[config.mk]
export PLATFORM = sky130hd
export DESIGN_NAME = uart_tx_arb_flat
export DESIGN_NICKNAME = d
export VERILOG_FILES = /design/src/rtl/uart_tx_arb_if.sv /design/src/rtl/uart_tx_arb.sv /design/src/flat_wrapper.sv
export SDC_FILE = /design/constraint.sdc
export NUM_CORES = 1
export LEC_CHECK = 0
export ABC_CLOCK_PERIOD_IN_PS = 1540
export CORE_MARGIN = 3
export CORE_UTILIZATION = 44
export CTS_CLUSTER_SIZE = 30
export DETAILED_ROUTE_END_ITERATION = 6
export PLACE_DENSITY = 0.8
export SLEW_MARGIN = 5
export SYNTH_ARGS = -nofsm -noshare
export SYNTH_HDL_FRONTEND = slang
export SYNTH_SLANG_ARGS = --single-unit
[constraint.sdc]
create_clock -name clk -period 1.54 [get_ports clk]
set_input_delay 0.308 -clock clk [delete_from_list [all_inputs] [get_ports clk]]
set_output_delay 0.308 -clock clk [all_outputs]
set_load 0.05 [all_outputs]
[src/rtl/uart_tx_arb_if.sv]
`default_nettype none
// ============================================================================
//  Module      : uart_tx_arb_if
//  Description : Bundle between the byte sources, the UART transmitter arbiter
//                and uart_top's transmit strobe/busy handshake.
//                The slave modport is the arbiter's view. The master modport
//                is the sources' and transmitter's view.
//  Revision    : 1.0 - initial release
// ============================================================================
interface uart_tx_arb_if #(
  parameter int NREQ = 2,
  parameter int DW   = 8,
  parameter int GW   = (NREQ > 1) ? $clog2(NREQ) : 1
);
  logic [NREQ-1:0]    i_req_valid;
  logic [NREQ*DW-1:0] i_req_data;
  logic [NREQ-1:0]    o_req_ready;
  logic [DW-1:0]      o_tx_data;
  logic               o_tx_stb;
  logic               i_tx_busy;
  logic [GW-1:0]      o_grant_id;
  logic               o_active;

  modport slave (
    input  i_req_valid, i_req_data, i_tx_busy,
    output o_req_ready, o_tx_data, o_tx_stb, o_grant_id, o_active
  );

  modport master (
    output i_req_valid, i_req_data, i_tx_busy,
    input  o_req_ready, o_tx_data, o_tx_stb, o_grant_id, o_active
  );
endinterface
`default_nettype wire

[src/rtl/uart_tx_arb.sv]
`default_nettype none
// ============================================================================
//  Module      : uart_tx_arb
//  Description : Shares one UART transmitter between NREQ byte sources.
//                Each source has a one-entry holding buffer. Full buffers are
//                granted round-robin. Each grant produces one send strobe and
//                then follows the transmitter's busy handshake, with a
//                timeout if busy never rises.
//                Optional build macro UART_TX_ARB_PRIO_EN selects fixed
//                priority, where the lowest index wins. Round-robin is the
//                default.
//  Revision    : 1.0 - initial release
// ============================================================================
module uart_tx_arb #(
  parameter int NREQ     = 2,
  parameter int DW       = 8,
  parameter int START_TO = 15
) (
  input  logic         clk,
  input  logic         rst,
  uart_tx_arb_if.slave bus
);

  localparam int c_gw = (NREQ > 1) ? $clog2(NREQ) : 1;
  localparam int c_cw = $clog2(START_TO + 1);

  typedef enum logic [1:0] {
    IDLE       = 2'd0,
    WAIT_START = 2'd1,
    WAIT_DONE  = 2'd2
  } state_t;

  state_t            r_state;
  logic [NREQ-1:0]   r_full;
  logic [DW-1:0]     r_buf [NREQ];
  logic [DW-1:0]     r_tx_data;
  logic              r_tx_stb;
  logic [c_gw-1:0]   r_grant_id;
  logic [c_cw-1:0]   r_cnt;

  logic              w_pick_vld;
  logic [c_gw-1:0]   w_pick_idx;
  logic              w_grant;
  logic [NREQ-1:0]   w_clr;

`ifndef UART_TX_ARB_PRIO_EN
  logic [c_gw-1:0]   r_ptr;
  logic [c_gw-1:0]   w_slot;
`endif

  // Choose the buffer to serve next. Iterating from the far end lets the
  // nearest full candidate overwrite the others, so it wins.
  always_comb begin
    w_pick_vld = 1'b0;
    w_pick_idx = '0;
`ifdef UART_TX_ARB_PRIO_EN
    for (int i = NREQ - 1; i >= 0; i--) begin
      if (r_full[i]) begin
        w_pick_vld = 1'b1;
        w_pick_idx = c_gw'(i);
      end
    end
`else
    w_slot = '0;
    for (int k = NREQ; k >= 1; k--) begin
      w_slot = c_gw'((int'(r_ptr) + k) % NREQ);
      if (r_full[w_slot]) begin
        w_pick_vld = 1'b1;
        w_pick_idx = w_slot;
      end
    end
`endif
  end

  // A grant happens only from IDLE with a full buffer and an idle transmitter.
  assign w_grant = (r_state == IDLE) && w_pick_vld && !bus.i_tx_busy;

  // Build a one-hot mask that empties the granted buffer.
  always_comb begin
    w_clr = '0;
    if (w_grant) w_clr[w_pick_idx] = 1'b1;
  end

  // Update the holding buffers. A buffer captures only while empty and is
  // granted only while full, so the capture and clear branches are exclusive.
  always_ff @(posedge clk or posedge rst) begin
    if (rst) begin
      r_full <= '0;
      for (int i = 0; i < NREQ; i++) r_buf[i] <= '0;
    end else begin
      for (int i = 0; i < NREQ; i++) begin
        if (bus.i_req_valid[i] && !r_full[i]) begin
          r_full[i] <= 1'b1;
          r_buf[i]  <= bus.i_req_data[i*DW +: DW];
        end else if (w_clr[i]) begin
          r_full[i] <= 1'b0;
        end
      end
    end
  end

  // Run the transmit sequencer. It registers one strobe per grant, waits for
  // busy to rise (with a timeout), then waits for busy to fall.
  always_ff @(posedge clk or posedge rst) begin
    if (rst) begin
      r_state    <= IDLE;
      r_tx_data  <= '0;
      r_tx_stb   <= 1'b0;
      r_grant_id <= '0;
      r_cnt      <= '0;
`ifndef UART_TX_ARB_PRIO_EN
      r_ptr      <= c_gw'(NREQ - 1);
`endif
    end else begin
      r_tx_stb <= 1'b0;
      case (r_state)
        IDLE: begin
          if (w_grant) begin
            r_tx_data  <= r_buf[w_pick_idx];
            r_tx_stb   <= 1'b1;
            r_grant_id <= w_pick_idx;
            r_cnt      <= '0;
            r_state    <= WAIT_START;
`ifndef UART_TX_ARB_PRIO_EN
            r_ptr      <= w_pick_idx;
`endif
          end
        end
        WAIT_START: begin
          // A missing busy response is treated as a completed send, with no
          // retry.
          if (bus.i_tx_busy) begin
            r_state <= WAIT_DONE;
          end else if (r_cnt == c_cw'(START_TO - 1)) begin
            r_state <= IDLE;
          end else begin
            r_cnt <= r_cnt + c_cw'(1);
          end
        end
        WAIT_DONE: begin
          if (!bus.i_tx_busy) r_state <= IDLE;
        end
        default: r_state <= IDLE;
      endcase
    end
  end

  assign bus.o_req_ready = ~r_full;
  assign bus.o_tx_data   = r_tx_data;
  assign bus.o_tx_stb    = r_tx_stb;
  assign bus.o_grant_id  = r_grant_id;
  assign bus.o_active    = (r_state != IDLE);

endmodule
`default_nettype wire

[src/flat_wrapper.sv]
// flat-port wrapper written by rule: the top's interface ports become plain ports
module uart_tx_arb_flat 
#(
  parameter int NREQ     = 2,
  parameter int DW       = 8,
  parameter int START_TO = 15
)
  (clk, rst, bus_i_req_valid, bus_i_req_data, bus_i_tx_busy, bus_o_req_ready, bus_o_tx_data, bus_o_tx_stb, bus_o_grant_id, bus_o_active);
  uart_tx_arb_if #(.NREQ(NREQ), .DW(DW)) bus_i ();
  input  logic clk;
  input  logic rst;
  input wire logic [$bits(bus_i.i_req_valid)-1:0] bus_i_req_valid;
  input wire logic [$bits(bus_i.i_req_data)-1:0] bus_i_req_data;
  input wire logic [$bits(bus_i.i_tx_busy)-1:0] bus_i_tx_busy;
  output wire logic [$bits(bus_i.o_req_ready)-1:0] bus_o_req_ready;
  output wire logic [$bits(bus_i.o_tx_data)-1:0] bus_o_tx_data;
  output wire logic [$bits(bus_i.o_tx_stb)-1:0] bus_o_tx_stb;
  output wire logic [$bits(bus_i.o_grant_id)-1:0] bus_o_grant_id;
  output wire logic [$bits(bus_i.o_active)-1:0] bus_o_active;
  assign bus_i.i_req_valid = bus_i_req_valid;
  assign bus_i.i_req_data = bus_i_req_data;
  assign bus_i.i_tx_busy = bus_i_tx_busy;
  assign bus_o_req_ready = bus_i.o_req_ready;
  assign bus_o_tx_data = bus_i.o_tx_data;
  assign bus_o_tx_stb = bus_i.o_tx_stb;
  assign bus_o_grant_id = bus_i.o_grant_id;
  assign bus_o_active = bus_i.o_active;
  uart_tx_arb #(.NREQ(NREQ), .DW(DW), .START_TO(START_TO)) u_core (.clk(clk), .rst(rst), .bus(bus_i));
endmodule
Yosys cells after proc, flatten, opt, wreduce, memory -nomap -nowiden
Index checks and enable logic that the tools add are counted.
{"block": "op_classes", "addsub": 3, "multipliers": 0, "div": 0, "magnitude_cmp": 5, "n_eq_ne": 8, "shift": 0, "mux": 29, "bitwise": 2, "n_reduce_logical": 16}
{"operator": "8-bit two-way mux", "n": 3}
{"operator": "1-bit two-way mux", "n": 15}
{"operator": "4-bit two-way mux", "n": 3}
{"operator": "2-bit two-way mux", "n": 5}
{"operator": "4-bit one-hot mux with 2 select lines", "n": 1}
{"operator": "2-bit nonzero test", "n": 4}
{"operator": "1-bit by 2-bit less-than comparator with 1-bit output (second input constant)", "n": 3}
{"operator": "2-bit inequality test (second input constant)", "n": 3}
{"operator": "2-bit one-hot mux with 3 select lines", "n": 1}
{"operator": "1-bit logical AND", "n": 5}
{"operator": "4-bit by 1-bit adder with 4-bit output (second input constant)", "n": 1}
{"operator": "4-bit equality test (second input constant)", "n": 1}
{"operator": "4-bit AND reduction", "n": 1}
{"operator": "1-bit zero test", "n": 3}
{"operator": "3-bit by 2-bit inequality test with 1-bit output (second input constant)", "n": 1}
{"operator": "3-bit AND reduction", "n": 1}
{"operator": "1-bit adder (second input constant)", "n": 2}
{"operator": "2-bit by 1-bit equality test with 1-bit output (second input constant)", "n": 1}
{"operator": "2-bit equality test (second input constant)", "n": 1}
{"operator": "2-bit >= comparator (second input constant)", "n": 1}
{"operator": "2-bit zero test", "n": 1}
{"operator": "2-bit by 1-bit inequality test with 1-bit output (second input constant)", "n": 1}
{"operator": "1-bit inverter with 2-bit output", "n": 1}
{"operator": "2-bit inverter", "n": 1}
{"operator": "3 further kinds", "n": 3}
{"block": "totals", "regBits": 35, "latchBits": 0, "mem_bits_rw": 0, "rom_bits": 0, "in_bits": 21, "out_inout_bits": 13, "elab_cells": 73, "memories": 0}

Logic depth before layout (Yosys ltp)
{"block": "depth", "word_depth": 12, "ltp_mapped": 5, "depth_no_buf": 5}

Least setup slack after synthesis
No wires, ideal clock.
{"block": "synth_timing", "path_kind": "reg-to-reg", "start": "register u_core.r_state[0]", "end": "register u_core.r_tx_data[0], in the netlist u_core.bus.o_tx_data[0]", "t_arrival_ns": 1.465, "slack_ns": 0.008, "path_stages_with_launch": 4, "path_buffers": 0, "path_cell_list": "dfrtp_1 -> or2_4 -> a2111oi_4 -> a221o_1"}
{"block": "synth_via", "elab_chain_len": 4}
{"element": "start, declared", "line": "uart_tx_arb.sv:33", "text": "state_t r_state;"}
{"element": "start signal, assigned", "line": "uart_tx_arb.sv:106", "text": "r_state <= IDLE;"}
{"element": "start signal, assigned", "line": "uart_tx_arb.sv:123", "text": "r_state <= WAIT_START;"}
{"element": "start signal, assigned", "line": "uart_tx_arb.sv:133", "text": "r_state <= WAIT_DONE;"}
{"element": "2-bit zero test *", "line": "uart_tx_arb.sv:76, uart_tx_arb.sv:116"}
{"element": "1-bit logical AND (2 in series)", "line": "uart_tx_arb.sv:76", "text": "assign w_grant = (r_state == IDLE) && w_pick_vld && !bus.i_tx_busy;"}
{"element": "2-bit AND reduction (no line) *"}
{"element": "end signal, assigned", "line": "uart_tx_arb.sv:119", "text": "r_tx_data <= r_buf[w_pick_idx];"}
{"element": "end, declared", "line": "uart_tx_arb.sv:36", "text": "logic [DW-1:0] r_tx_data;"}
Every way passes the cells marked *; elsewhere a longest branch is shown, timed or not.
A chain may end at the register's enable or synchronous reset.

Worst setup path after layout
{"block": "layout_timing", "start": "register u_core.r_state[0]", "end": "output port bus_o_active"}
{"block": "layout_via", "elab_chain_len": 1}
{"element": "2-bit nonzero test", "line": "uart_tx_arb.sv:152", "text": "assign bus.o_active = (r_state != IDLE);"}
{"element": "end, declared", "line": "flat_wrapper.sv:19", "text": "output wire logic [$bits(bus_i.o_active)-1:0] bus_o_active;"}
No other way between the ends.

==> run metrics <==
status finished, final reports clean; Die Wd 64.8 um; final WL 3460 um; RSZ-0062 raised after global routing yes; Critical Path AT 1.20 ns; Final Slew Violations 0; crit-path leading delay family flip-flops; top post-synthesis cells by count dfrtp_1 (34), mux2_2 (16), a21boi_0 (9), a221o_1 (8), inv_1 (8); ANT cells 0; Ys Warns 0; FF+latch count, synth 35; first-pass GRT wire length 5800 um; Syn Nets 140; register area share after synthesis 57.7%; DR WL/cell 16.2 um; Root Buffer clkbuf_4; ranking of synthesized cells by area dfrtp_1 (56%), mux2_2 (12%), a221o_1 (5.3%); crit end category primary output; total number of vias 1140; die footprint 4200 um2; Max-slew headroom 72.6%; PD cells 2180 nW/um2; multi-input logic area 636 um2; reg-to-reg setup timing slack 0.05 ns; HP Class in -> async; Synth area leader dfrtp_1; first-pass iteration count of the detailed router 4; worst hold margin 0.298 ns; Total GRT Usage 18.3%; Post-Syn Area per Cell 13.0 um2; Port Buffer Count 33; DR vias/cell 5.33; Final HPWL DP 2460 um; Synth Instances 117; data required time at the worst endpoint 1.23 ns; EDFF count, synth 0; Final Skew 0.0122 ns; fill count 242; die height 64.8 um; count leader, synth dfrtp_1; fin crit share 98.2%; Crit Path Category reg -> out; worst slew pin tran 0.411 ns; CTS Hold Buffers Added 0; core area 3180 um2; Worst R2R Start u_core.r_state[0]$_DFFE_PP0P_; Synth Flop Type dfrtp_1; share of layout cells above drive strength 1 38.2%; reg2reg path depth 5; initial antenna violation count 0; total negative setup slack 0 ns; Critical Path Slowest Stage Cell dfrtp_1; total CTS buffers 5; Clock Sinks 35; leakage power 1.01 nW; final setup violation count 0; Nets 192; max incr delay on CP 0.41 ns; Layout area overhead 49.3%; share of the synthesized area in the top cell type 56.0%; initial drt markers 60; Reg clk slew, reported paths 0.11 ns; Synth Cell Area 1520 um2; Max FO, Critical Path 3; CTS tree yes; CP Launch Type flip-flop; worst r2r dst u_core.r_cnt[0]$_DFFE_PP0P_; critical-path cell list or2_4 -> buf_6; CP bufs+invs 1; Clock Path Buffers 2; Clock Latency Late Sink 0.34 ns; final hold violations 0; number of global-route vias before repair 1218; Initial Util 47.8%; Peak VDD IR 1240 uV; async set or reset register ratio after synthesis 100%; Cell variety after synth 31; fmax 0.661 GHz; Routed Antenna Nets 0; H-tree Lvls 2; routability cong. 0.749; gr ovfl total 0; FF/Latch Area 877 um2; # rows 20; MaxCap Viol Count 0; IO Pins 34; final period demand of the worst path 1.51 ns; largest net degree at the start of global routing 36; DRC Markers 0
[placed cells by master, fill, tap and decap left out, drive strengths merged]
cell,instances
mux2,16
nor3,1
nand2b,1
o2bb2ai,3
clkbuf,8
a22oi,1
a21o,2
a211oi,1
ha,2
nand3,1
mux2i,1
nor3b,1
or3,1
or2b,1
a21oi,1
a21boi,9
clkdlybuf4s50,20
a31oi,1
and2,1
inv,8
a31o,1
buf,30
nand2,3
nor2b,3
nor2,6
dfstp,1
or2,2
a2111oi,2
a221o,8
dfrtp,34
[how the worst max path moves through the flow]
stage	cells past startpoint	slack (ns)	to	from
floorplan	3	0.008	u_core.bus.o_tx_data[0]$_DFFE_PP0P_	u_core.r_state[0]$_DFFE_PP0P_
global placement	5	-0.13	u_core.r_cnt[0]$_DFFE_PP0P_	bus_i_tx_busy
detailed placement	5	-0.17	u_core.r_cnt[0]$_DFFE_PP0P_	bus_i_tx_busy
CTS	2	0.0006	bus_o_active	u_core.r_state[0]$_DFFE_PP0P_
global route	2	-0.02	bus_o_active	u_core.r_state[1]$_DFFE_PP0P_
finish	2	0.03	bus_o_active	u_core.r_state[0]$_DFFE_PP0P_
[per-stage QoR]
step / power [mW] / utilization (%) / setup WS (ns) / cell area (um2) / cells
finish: 4.95 / 71.4 / 0.0270 / 2270 / 214
global route: 5.24 / 71.4 / -0.0175 / 2270 / 214
CTS: 4.87 / 69.6 / 0.000563 / 2210 / 214
detailed placement: 4.23 / 66.5 / -0.169 / 2110 / 202
global placement: 4.12 / 66.5 / -0.135 / 2110 / 202
floorplan: 3.07 / - / 0.00818 / 1520 / 117
[area by class of cell]
type / count / area share [%]
Timing Repair Buffer: 50 / 26.6
Clock buffer: 8 / 3.03
Sequential cell: 35 / 38.6
Tap cell: 44 / 2.43
Inverter: 8 / 1.32
Multi-Input combinational cell: 69 / 28.0
[worst min-delay path, delay by kind of cell]
family / cells / cell delay [ns]
buf+inv: 3 / 0.70
[state kept, by name, summed over array words and instances, names as in the netlist]
register               count
u_core.r_ptr               1
u_core.bus.o_tx_stb        1
u_core.r_cnt               4
u_core.bus.o_grant_id      1
u_core.r_state             2
u_core.r_full              2
u_core.r_buf              16
u_core.bus.o_tx_data       8
[layer usage]
metal | wire length [um] | share of wire, % | global-route usage, % | vias up
met2 | 1820 | 53 | 31.7 | 36
li1 | - | - | - | 528
met4 | 34 | 0.98 | 4.75 | 0
met3 | 208 | 6.0 | 6.24 | 4
met1 | 1400 | 40 | 21.6 | 572
met5 | 0 | 0 | 0 | -
[where the power goes]
group          internal (mW)  switching, mW
clock network          0.269          0.299
registers               1.37          0.383
logic                   1.39           1.25
total                   3.02           1.93
[cells by family (layout without fill, tap and decap cells)]
group / Yosys count / in the layout / synth area share (%)
flip-flops: 35 / 35 / 57.7
adder cells (fa/ha/maj): 2 / 2 / 1.65
AND/OR/NAND/NOR: 21 / 21 / 7.33
buffers and inverters: 13 / 66 / 3.29
multiplexers: 17 / 17 / 12.5
AO/OA/AOI/OAI: 29 / 29 / 17.5
[repair_timing]
action / in CTS / in global routing
endpoints found under the setup margin: 1 / 13
resized for setup: 0 / 13
buffers inserted: 4 / 0
gates cloned: 0 / 0
pin swaps: 0 / 4
Power figures use the tool's default switching activity.
